==> src/rtl/ifu_cache_ctrl.sv <==
// Fully-associative IFU instruction-cache controller driving the plru replacement tree.
// Define IFU_CACHE_PERF_EN to add saturating hit_cnt/miss_cnt outputs.
package ifu_pkg;
  localparam int WAYS_NUM = 16;
  localparam int WAY_W    = $clog2(WAYS_NUM);

  typedef struct packed {
    logic             update_tree;
    logic             cache_miss;
    logic [WAY_W-1:0] hit_cl;
  } t_cache_ctrl_plru;
endpackage

module ifu_cache_ctrl #(
  parameter int WAYS_NUM   = ifu_pkg::WAYS_NUM,
  parameter int ADDR_W     = 32,
  parameter int DATA_W     = 32,
  parameter int LINE_BYTES = 16
) (
  input  logic                          clk,
  input  logic                          rst,
  ifu_cache_ctrl_if.slave               bus,
  output ifu_pkg::t_cache_ctrl_plru     cache_ctrl_plru,
  input  logic [$clog2(WAYS_NUM)-1:0]   evicted_cl
`ifdef IFU_CACHE_PERF_EN
  ,
  output logic [31:0]                   hit_cnt,
  output logic [31:0]                   miss_cnt
`endif
);

  localparam int OFFSET_W  = $clog2(LINE_BYTES);
  localparam int LINE_BITS = 8 * LINE_BYTES;
  localparam int TAG_W     = ADDR_W - OFFSET_W;
  localparam int WORD_W    = OFFSET_W - 2;
  localparam int WAY_W     = $clog2(WAYS_NUM);

  typedef enum logic [2:0] {
    S_IDLE,
    S_LOOKUP,
    S_MISS_REQ,
    S_WAIT_FILL,
    S_RESP
  } state_t;

  state_t               state;
  logic [ADDR_W-1:0]    req_addr_q;
  logic                 flush_pend;
  logic                 hit_q;
  logic [WAY_W-1:0]     hit_way_q;
  logic [WAYS_NUM-1:0]  valid_q;
  logic [TAG_W-1:0]     tag_q  [WAYS_NUM];
  logic [LINE_BITS-1:0] data_q [WAYS_NUM];

  logic                 rsp_valid_q;
  logic [DATA_W-1:0]    rsp_data_q;
  logic                 mem_req_valid_q;
  logic [ADDR_W-1:0]    mem_req_addr_q;

  logic [TAG_W-1:0]     in_tag;
  logic [WORD_W-1:0]    in_word;
  logic [WORD_W-1:0]    req_word;
  logic [WAYS_NUM-1:0]  match;
  logic                 hit_in;
  logic [WAY_W-1:0]     hit_way_in;
  logic                 fill;

  function automatic logic [DATA_W-1:0] line_word(input logic [LINE_BITS-1:0] line,
                                                  input logic [WORD_W-1:0]    idx);
    return line[int'(idx)*DATA_W +: DATA_W];
  endfunction

  assign in_tag   = bus.core_req_addr[ADDR_W-1:OFFSET_W];
  assign in_word  = bus.core_req_addr[OFFSET_W-1:2];
  assign req_word = req_addr_q[OFFSET_W-1:2];
  assign fill     = (state == S_WAIT_FILL) && bus.mem_rsp_valid && !rst;

  // Lookup runs on the incoming address so the hit response can be registered
  // into S_LOOKUP; the arrays cannot change between accept and lookup.
  always_comb begin
    // NOTE: every always_comb output gets a default first so no path leaves it unassigned (no latch).
    match      = '0;
    hit_way_in = '0;
    for (int w = 0; w < WAYS_NUM; w++) begin
      match[w] = valid_q[w] && (tag_q[w] == in_tag);
      if (match[w]) hit_way_in = WAY_W'(w);
    end
  end
  assign hit_in = |match;

  // plru control is combinational: evicted_cl answers cache_miss in the same cycle.
  always_comb begin
    cache_ctrl_plru = '0;
    if (!rst && state == S_LOOKUP && hit_q) begin
      cache_ctrl_plru.update_tree = 1'b1;
      cache_ctrl_plru.hit_cl      = hit_way_q;
    end else if (fill) begin
      cache_ctrl_plru.update_tree = 1'b1;
      cache_ctrl_plru.cache_miss  = 1'b1;
    end
  end

  assign bus.core_req_ready = (state == S_IDLE) && !bus.flush && !flush_pend;
  assign bus.core_rsp_valid = rsp_valid_q;
  assign bus.core_rsp_data  = rsp_data_q;
  assign bus.mem_req_valid  = mem_req_valid_q;
  assign bus.mem_req_addr   = mem_req_addr_q;

  always_ff @(posedge clk) begin
    if (rst) begin
      state           <= S_IDLE;
      req_addr_q      <= '0;
      flush_pend      <= 1'b0;
      hit_q           <= 1'b0;
      hit_way_q       <= '0;
      valid_q         <= '0;
      rsp_valid_q     <= 1'b0;
      rsp_data_q      <= '0;
      mem_req_valid_q <= 1'b0;
      mem_req_addr_q  <= '0;
    end else begin
      // NOTE: sequential state uses non-blocking assignments so every register samples pre-edge values.
      rsp_valid_q <= 1'b0;
      if (bus.flush && state != S_IDLE) flush_pend <= 1'b1;

      case (state)
        S_IDLE: begin
          if (bus.flush || flush_pend) begin
            valid_q    <= '0;
            flush_pend <= 1'b0;
          end else if (bus.core_req_valid) begin
            req_addr_q  <= bus.core_req_addr;
            hit_q       <= hit_in;
            hit_way_q   <= hit_way_in;
            rsp_valid_q <= hit_in;
            if (hit_in) rsp_data_q <= line_word(data_q[hit_way_in], in_word);
            state       <= S_LOOKUP;
          end
        end
        S_LOOKUP: begin
          if (hit_q) begin
            state <= S_IDLE;
          end else begin
            mem_req_valid_q <= 1'b1;
            mem_req_addr_q  <= {req_addr_q[ADDR_W-1:OFFSET_W], {OFFSET_W{1'b0}}};
            state           <= S_MISS_REQ;
          end
        end
        S_MISS_REQ: begin
          if (bus.mem_req_ready) begin
            mem_req_valid_q <= 1'b0;
            state           <= S_WAIT_FILL;
          end
        end
        S_WAIT_FILL: begin
          if (bus.mem_rsp_valid) begin
            valid_q[evicted_cl] <= 1'b1;
            rsp_valid_q         <= 1'b1;
            rsp_data_q          <= line_word(bus.mem_rsp_data, req_word);
            state               <= S_RESP;
          end
        end
        S_RESP:  state <= S_IDLE;
        default: state <= S_IDLE;
      endcase
    end
  end

  // NOTE: tag/data arrays are not reset; valid_q alone qualifies them, so they map onto plain storage.
  always_ff @(posedge clk) begin
    if (fill) begin
      tag_q[evicted_cl]  <= req_addr_q[ADDR_W-1:OFFSET_W];
      data_q[evicted_cl] <= bus.mem_rsp_data;
    end
  end

`ifdef IFU_CACHE_PERF_EN
  always_ff @(posedge clk) begin
    if (rst) begin
      hit_cnt  <= '0;
      miss_cnt <= '0;
    end else if (state == S_LOOKUP) begin
      if (hit_q) begin
        if (hit_cnt != '1) hit_cnt <= hit_cnt + 32'd1;
      end else if (miss_cnt != '1) begin
        miss_cnt <= miss_cnt + 32'd1;
      end
    end
  end
`endif

  // Byte-within-word address bits carry no information for word fetches.
  logic unused_addr_bits;
  assign unused_addr_bits = ^{bus.core_req_addr[1:0], req_addr_q[1:0]};

  a_rsp_only_in_wait_fill: assert property (@(posedge clk) disable iff (rst)
    bus.mem_rsp_valid |-> state == S_WAIT_FILL);
  a_hit_onehot: assert property (@(posedge clk) disable iff (rst) $onehot0(match));

endmodule
==> src/rtl/ifu_cache_ctrl_if.sv <==
// Core-fetch and memory-fill signal bundle for ifu_cache_ctrl.
// The slave modport is the cache controller; master is the core/memory side.
interface ifu_cache_ctrl_if #(
  parameter int ADDR_W    = 32,
  parameter int DATA_W    = 32,
  parameter int LINE_BITS = 128
);
  logic              core_req_valid;
  logic              core_req_ready;
  logic [ADDR_W-1:0] core_req_addr;
  logic              core_rsp_valid;
  logic [DATA_W-1:0] core_rsp_data;
  logic              flush;

  logic                 mem_req_valid;
  logic                 mem_req_ready;
  logic [ADDR_W-1:0]    mem_req_addr;
  logic                 mem_rsp_valid;
  logic [LINE_BITS-1:0] mem_rsp_data;

  modport slave (
    input  core_req_valid, core_req_addr, flush,
           mem_req_ready, mem_rsp_valid, mem_rsp_data,
    output core_req_ready, core_rsp_valid, core_rsp_data,
           mem_req_valid, mem_req_addr
  );

  modport master (
    output core_req_valid, core_req_addr, flush,
           mem_req_ready, mem_rsp_valid, mem_rsp_data,
    input  core_req_ready, core_rsp_valid, core_rsp_data,
           mem_req_valid, mem_req_addr
  );
endinterface

==> src/flat_wrapper.sv <==
// flat-port wrapper written by rule: the top's interface ports become plain ports
module ifu_cache_ctrl_flat 
#(
  parameter int WAYS_NUM   = ifu_pkg::WAYS_NUM,
  parameter int ADDR_W     = 32,
  parameter int DATA_W     = 32,
  parameter int LINE_BYTES = 16
)
  (clk, rst, cache_ctrl_plru, evicted_cl, bus_core_req_valid, bus_core_req_addr, bus_flush, bus_mem_req_ready, bus_mem_rsp_valid, bus_mem_rsp_data, bus_core_req_ready, bus_core_rsp_valid, bus_core_rsp_data, bus_mem_req_valid, bus_mem_req_addr);
  ifu_cache_ctrl_if #(.ADDR_W(ADDR_W), .DATA_W(DATA_W)) bus_i ();
  input  logic clk;
  input  logic rst;
  output ifu_pkg::t_cache_ctrl_plru cache_ctrl_plru;
  input  logic [$clog2(WAYS_NUM)-1:0] evicted_cl;
  input wire logic [$bits(bus_i.core_req_valid)-1:0] bus_core_req_valid;
  input wire logic [$bits(bus_i.core_req_addr)-1:0] bus_core_req_addr;
  input wire logic [$bits(bus_i.flush)-1:0] bus_flush;
  input wire logic [$bits(bus_i.mem_req_ready)-1:0] bus_mem_req_ready;
  input wire logic [$bits(bus_i.mem_rsp_valid)-1:0] bus_mem_rsp_valid;
  input wire logic [$bits(bus_i.mem_rsp_data)-1:0] bus_mem_rsp_data;
  output wire logic [$bits(bus_i.core_req_ready)-1:0] bus_core_req_ready;
  output wire logic [$bits(bus_i.core_rsp_valid)-1:0] bus_core_rsp_valid;
  output wire logic [$bits(bus_i.core_rsp_data)-1:0] bus_core_rsp_data;
  output wire logic [$bits(bus_i.mem_req_valid)-1:0] bus_mem_req_valid;
  output wire logic [$bits(bus_i.mem_req_addr)-1:0] bus_mem_req_addr;
  assign bus_i.core_req_valid = bus_core_req_valid;
  assign bus_i.core_req_addr = bus_core_req_addr;
  assign bus_i.flush = bus_flush;
  assign bus_i.mem_req_ready = bus_mem_req_ready;
  assign bus_i.mem_rsp_valid = bus_mem_rsp_valid;
  assign bus_i.mem_rsp_data = bus_mem_rsp_data;
  assign bus_core_req_ready = bus_i.core_req_ready;
  assign bus_core_rsp_valid = bus_i.core_rsp_valid;
  assign bus_core_rsp_data = bus_i.core_rsp_data;
  assign bus_mem_req_valid = bus_i.mem_req_valid;
  assign bus_mem_req_addr = bus_i.mem_req_addr;
  ifu_cache_ctrl #(.WAYS_NUM(WAYS_NUM), .ADDR_W(ADDR_W), .DATA_W(DATA_W), .LINE_BYTES(LINE_BYTES)) u_core (.clk(clk), .rst(rst), .bus(bus_i), .cache_ctrl_plru(cache_ctrl_plru), .evicted_cl(evicted_cl));
endmodule
==> config.mk <==
export PLATFORM = sky130hd
export DESIGN_NAME = ifu_cache_ctrl_flat
export DESIGN_NICKNAME = d
export VERILOG_FILES = /design/src/rtl/ifu_cache_ctrl.sv /design/src/rtl/ifu_cache_ctrl_if.sv /design/src/flat_wrapper.sv
export SDC_FILE = /design/constraint.sdc
export NUM_CORES = 2
export LEC_CHECK = 0
export CAP_MARGIN = 30
export CORE_ASPECT_RATIO = 1.4
export CORE_MARGIN = 5
export CORE_UTILIZATION = 45
export DETAILED_ROUTE_END_ITERATION = 7
export DONT_BUFFER_PORTS = 1
export MAX_ROUTING_LAYER = met4
export PLACE_DENSITY = 0.71
export SYNTH_ARGS = -nofsm -noshare
export SYNTH_HDL_FRONTEND = slang
export SYNTH_SLANG_ARGS = --single-unit
export TNS_END_PERCENT = 20
==> constraint.sdc <==
create_clock -name clk -period 17.7 [get_ports clk]
set_input_delay 0.885 -clock clk [delete_from_list [all_inputs] [get_ports clk]]
set_output_delay 0.885 -clock clk [all_outputs]
set_load 0.01 [all_outputs]
[Word-level counts from Yosys, hierarchy flattened]
Memories as Yosys holds them, arrays and structs flattened.
Index checks and enable logic that the tools add are counted.
Storage, ports and cells
  register bits: 119
  bits in writable memories: 2496
  input port bits: 170
  output and inout port bits: 73
  logic and storage cells: 131
  memories: 2
Operators by class
  order comparisons: 2
  eq/ne operators: 26
  shift-type cells: 2
  mux-type cells: 47
  bitwise logic cells: 3
  reductions and logical operators: 39
Memory list
  u_core.data_q: words 16, width 128, read ports 1, clocked after Yosys merged registers in 0, wr ports 1, line ifu_cache_ctrl.sv:53  | logic [LINE_BITS-1:0] data_q [WAYS_NUM];
  u_core.tag_q: words 16, width 28, read ports 16, clocked after Yosys merged registers in 0, wr ports 1, line ifu_cache_ctrl.sv:52  | logic [TAG_W-1:0] tag_q [WAYS_NUM];
Operators with widths (count)
  $eq A28 B28 Y1: 16
  $shiftx A128 B8 Y32: 2
  $mux W32: 4
  $pmux W32 S2: 1
  $mux W4: 9
  $mux W16: 2
  $pmux W16 S2: 1
  $logic_and A1 B1 Y1: 24
  $mux W3: 8
  $or A16 B16 Y16: 1
  $reduce_or A16 Y1: 1
  $mux W1: 14
  $ne A2 B2 Y1 const B: 6
  $pmux W3 S4: 1
  $reduce_and A3 Y1: 3
  $mux W2: 4
  $eq A3 B2 Y1 const B: 2
  $lt A4 B5 Y1 const B: 1
  $reduce_and A5 Y1: 1
  $demux W1 S4: 1
  $ge A4 B1 Y1 const B: 1
  $pmux W1 S2: 2
  $reduce_and A4 Y1: 1
  $reduce_bool A2 Y1: 2
  8 further kinds: 11

[Longest topological paths before layout]
An unclocked memory read counts as a cell.
  depth in word-level cells: 24
  gate-level depth with buffers: 19

[Worst setup path after synthesis]
No wires, ideal clock.
  path type: input -> register
  start: input evicted_cl[1]
  end: memory u_core.data_q[2][0] (enable)
  data arrival time: 16.197 ns
  required time: 16.646 ns
  path slack: 0.449 ns
  cell stages on the path: 4
  buffers on the path: 1
  cell sequence: clkbuf_1 > nor2b_1 > nand2b_1 > nor4_1
RTL lines
  from (decl): line flat_wrapper.sv:14  | input logic [$clog2(WAYS_NUM)-1:0] evicted_cl;
  to (decl): line ifu_cache_ctrl.sv:53
Straight into the memory's write port.

==> flow_results.org <==
** Timing
- Slew at the pin closest to its max-slew limit :: 1100 ps
- Setup repair after global routing missed its margin :: no
- Final setup violation count :: 0
- Number of max-slew violations in the final report :: 0
- Share of the clock period used by the worst path :: around two fifths
- Across the routed clock network, the largest skew measured is 68.3 ps.
- The worst path in the final design needs a cycle of between 6000 and 7000 ps, including I/O delays and setup.
- Post-layout worst setup margin :: 10,740 ps
- Summed over all failing endpoints, the final setup total negative slack is 0 ps.
- The count of final hold-check violations was 0.
- Slew Limit Headroom :: 26.9%
- For this run, the top clock speed supported by timing is between 100 and 150 MHz.

** Clock tree
- CTS tree :: built
- The H-tree generated during clock tree synthesis spans 4 levels.
- The tree built by TritonCTS fans out to roughly 2,600 sinks.
- The number of clock buffers added by TritonCTS is around 240.
- Clk Tree Root Cell :: sky130_fd_sc_hd__clkbuf_16
- Number of resized instances in the post-cts repair step :: 0
- Worst-case clock buffer depth :: 4
- Clock insertion delay at the later pin of the skew report :: roughly 900 ps
- Once the clock tree was built, the setup fixing pass inserted 0 buffers.
- Clock transition time at the flip-flop clock pins of the worst setup and hold paths :: 70 ps
- Hold buffer count at cts :: 0

** Critical path
- The worst setup path is captured at a flop.
- Launch point of the critical path :: u_core.tag_q[6][7]
- Worst Path Max Fanout :: 48
- CP arrival :: 7790 ps
- The worst register-to-register path begins at u_core.tag_q[6][7].
- STA classifies the critical path startpoint as a flop.
- Data on the critical path is required at its endpoint by 18,530 ps.
- The critical path is of the flop to flop type.

** Min path
- In this run the most critical hold path is launched from bus_mem_rsp_data[87].
- The min-delay analysis places its worst path in the category input port to flop.

** Place
- Routability cong. :: roughly 0.9
- Port Buf Inserts :: 0
- OpenSTA, run right after detailed placement, puts the worst setup slack at 10,280 ps.
- In this run, placement finished with an instance count of 9,312.
- Detailed placement finished with a half-perimeter wire length of ~170 mm.

** Power
- In this run the power density over the cells is 103 mW/mm².
- Switching portion of total power :: 19.6%
- The internal power of the cells totals 0.00967 W.
- Share of total power in combinational logic :: 1.5%
- Largest vdd supply drop :: 0.0000792 V
- Leakage :: between 30 and 40 nW
- Fraction of power consumed by the clock network :: 42.0%
- The analysis attributes to net switching a power of 0.00235 W.
- Portion of total power attributed to sequential cells :: a little under three fifths

** Cells and area
- Area of the multi-input gates :: 0.0269 mm²
- Cells with a size suffix above 1 make up about 14% of the layout.
- For this run, the post-layout net count is 6,647.
- Across the whole layout, storage elements account for 0.0773 mm².
- Fill cells in the final layout number approximately 19,000.
- Area growth from synthesis to layout :: 10.6%
- Final Instance Count excl. Fillers :: 9,747
- Cells fill 50.0% of the core in the end.

** Synthesis
- The largest total area in the synthesized netlist belongs to sky130_fd_sc_hd__edfxtp_1.
- Post-synth design cell area :: roughly 0.11 mm²
- Ranked by total cell area, the synthesized netlist is headed by sky130_fd_sc_hd__edfxtp_1, sky130_fd_sc_hd__mux2i_1, sky130_fd_sc_hd__mux2_2.
- The most used flip-flop cell after synthesis is sky130_fd_sc_hd__edfxtp_1.
- Summed over its instances, the top area cell type makes up between 70% and 80% of the synthesized netlist area.
- Yosys printed 0 warnings.
- After synthesis, the most frequently instantiated cells are sky130_fd_sc_hd__edfxtp_1, sky130_fd_sc_hd__mux2i_1, sky130_fd_sc_hd__mux2_2.
- Among all cell types in the netlist, the one instantiated most often is sky130_fd_sc_hd__edfxtp_1.
- Sequential element share of the synthesized area :: 73.1%
- After technology mapping, the gate count stands at 6,470.
- In this run the mean area of a mapped cell was 16.3 µm².
- After synthesis the netlist holds a flip-flop and latch count of approximately 2,600.
- After synthesis, the share of flip-flops with an asynchronous set or reset is 0%.
- Number of library cell types mapped by synthesis :: 70
- The synthesized design contains 2,496 enable-type register cells.

** Routing
- The final route contains 61,200 vias.
- After the first detailed-routing iteration, the DRC count stood at 7,534.
- The pre-antenna-repair detailed-routing pass consisted of 8 iterations.
- Total wire length :: around 310 mm
- In this run the remaining antenna-violating nets after routing total 0.
- After detailed routing, the number of remaining DRC violations is 0.
- In the final routed layout, each cell accounts on average for about 32 µm.
- Post-detailed-route via-to-cell ratio :: 6.28

** Floorplan
- The floorplan step defined a die boundary enclosing 0.245 mm².
- Die width :: 420 µm
- The floorplan step set the die height to 583 µm.
- The core region is 0.234 mm².
- Number of I/O pins :: 243
- Number of cell rows :: 210
- Starting utilization of the core area :: between 40% and 50%

** Global route
- Across every metal layer, demand over resource in global routing totals between 20 and 30%.
- The number of antenna violations at the first check in global routing came to 14.
- The first global-routing pass estimated approximately 440 mm of wire.
- The number of global-route vias before repair came to 59,800.
- Global routing finished with a remaining overflow of 0.
- Pin count of the biggest net entering global routing :: around 140

** Flow run
- Across the run, the number of max-cap violations was 0.

** Outcome
- Outcome :: completed
registers in the layout (all words and copies together), names as in the netlist:
| signal | count |
|---|---|
| u_core.flush_pend | 1 |
| u_core.state | 3 |
| u_core.bus.core_rsp_data | 32 |
| u_core.hit_way_q | 4 |
| u_core.bus.mem_req_valid | 1 |
| u_core.valid_q | 16 |
| u_core.req_addr_q | 30 |
| u_core.hit_q | 1 |
| u_core.tag_q | 448 |
| u_core.data_q | 2048 |
| u_core.bus.mem_req_addr | 28 |
| u_core.bus.core_rsp_valid | 1 |
worst paths after layout:
kind | to | slack (ps) | depth (start not counted)
max | u_core.bus.core_rsp_data[17] | 10740 | 15
min | u_core.data_q[13][87] | 90 | 0
max reg2reg | u_core.bus.core_rsp_data[17] | 10740 | 15
min reg2reg | u_core.valid_q[6] | 480 | 2
layer usage:
metal | track usage, % | vias to the layer above | routed length, µm
met5 | - | - | 0
met4 | 10.0 | 0 | 15200
met3 | 5.85 | 818 | 34400
met2 | 41.7 | 3750 | 151000
met1 | 31.0 | 31400 | 112000
li1 | - | 25300 | -
kinds of logic (layout without fill, tap and decap cells):
family / after synthesis / after routing / share of synthesized area, %
buffers and inverters: 388 / 583 / 1.70
xor gates and xnor gates: 445 / 445 / 3.69
other: 1 / 9 / 0.00355
DFF: 2613 / 2613 / 73.1
and+or+nand+nor: 1047 / 1047 / 4.82
muxes: 1061 / 1061 / 10.9
AOI/OAI and AO/OA: 915 / 915 / 5.71
layout make-up:
cell class,count,share of cell area [%]
Tap cell,3074,3.29
Antenna cell,5,0.0107
Timing Repair Buffer,147,1.13
Inverter,6,0.0193
Multi-Input combinational cell,3472,23.0
Clock inverter,112,0.912
Clock buffer,318,5.51
Sequential cell,2613,66.1
power groups by stage:
| stage | sequential, W | combinational [W] | clock, W |
|---|---|---|---|
| 2_1_floorplan | 0.00692 | 0.000137 | 0 |
| 3_3_place_gp | 0.00692 | 0.000174 | 0 |
| 3_5_place_dp | 0.00692 | 0.000181 | 0 |
| 4_1_cts | 0.00679 | 0.000182 | 0.00509 |
| 5_1_grt | 0.00678 | 0.000194 | 0.00535 |
| 6_report | 0.00679 | 0.000185 | 0.00505 |
per-stage QoR:
step,hold WS [ps],total power [W],cell area (µm²)
after floorplan,429,0.00706,106000
after global placement,447,0.00710,109000
after detailed placement,466,0.00710,109000
after CTS,42.0,0.0121,117000
after global routing,59.6,0.0123,117000
final,94.3,0.0120,117000
worst max-delay path, cell delays in order, from the launching register on:
cell and delay (ps):
sky130_fd_sc_hd__edfxtp_1 380, sky130_fd_sc_hd__xor2_1 150, sky130_fd_sc_hd__nor4_1 730, sky130_fd_sc_hd__and3_1 310
sky130_fd_sc_hd__nand4_1 230, sky130_fd_sc_hd__a21boi_0 220, sky130_fd_sc_hd__a21oi_1 410, sky130_fd_sc_hd__o21bai_4 370
sky130_fd_sc_hd__buf_4 700, sky130_fd_sc_hd__buf_4 800, sky130_fd_sc_hd__buf_4 770, sky130_fd_sc_hd__mux2i_1 170
sky130_fd_sc_hd__a221oi_1 430, sky130_fd_sc_hd__o22ai_1 190, sky130_fd_sc_hd__nor3_1 680, sky130_fd_sc_hd__or3_1 200
cells in the final DEF (no fill, tap or decap), drive strengths merged, types with 64 or more instances in the layout:
| cell type | instances |
|---|---|
| a211oi | 210 |
| a21oi | 247 |
| buf | 147 |
| clkbuf | 318 |
| clkinv | 79 |
| dfxtp | 117 |
| edfxtp | 2496 |
| mux2 | 411 |
| mux2i | 618 |
| nand2 | 213 |
| nand4 | 143 |
| nor2 | 354 |
| nor3 | 91 |
| nor4 | 76 |
| o21ai | 166 |
| o22ai | 64 |
| xnor2 | 320 |
| xor2 | 125 |
No activity file was read; power rests on OpenSTA's default activity.
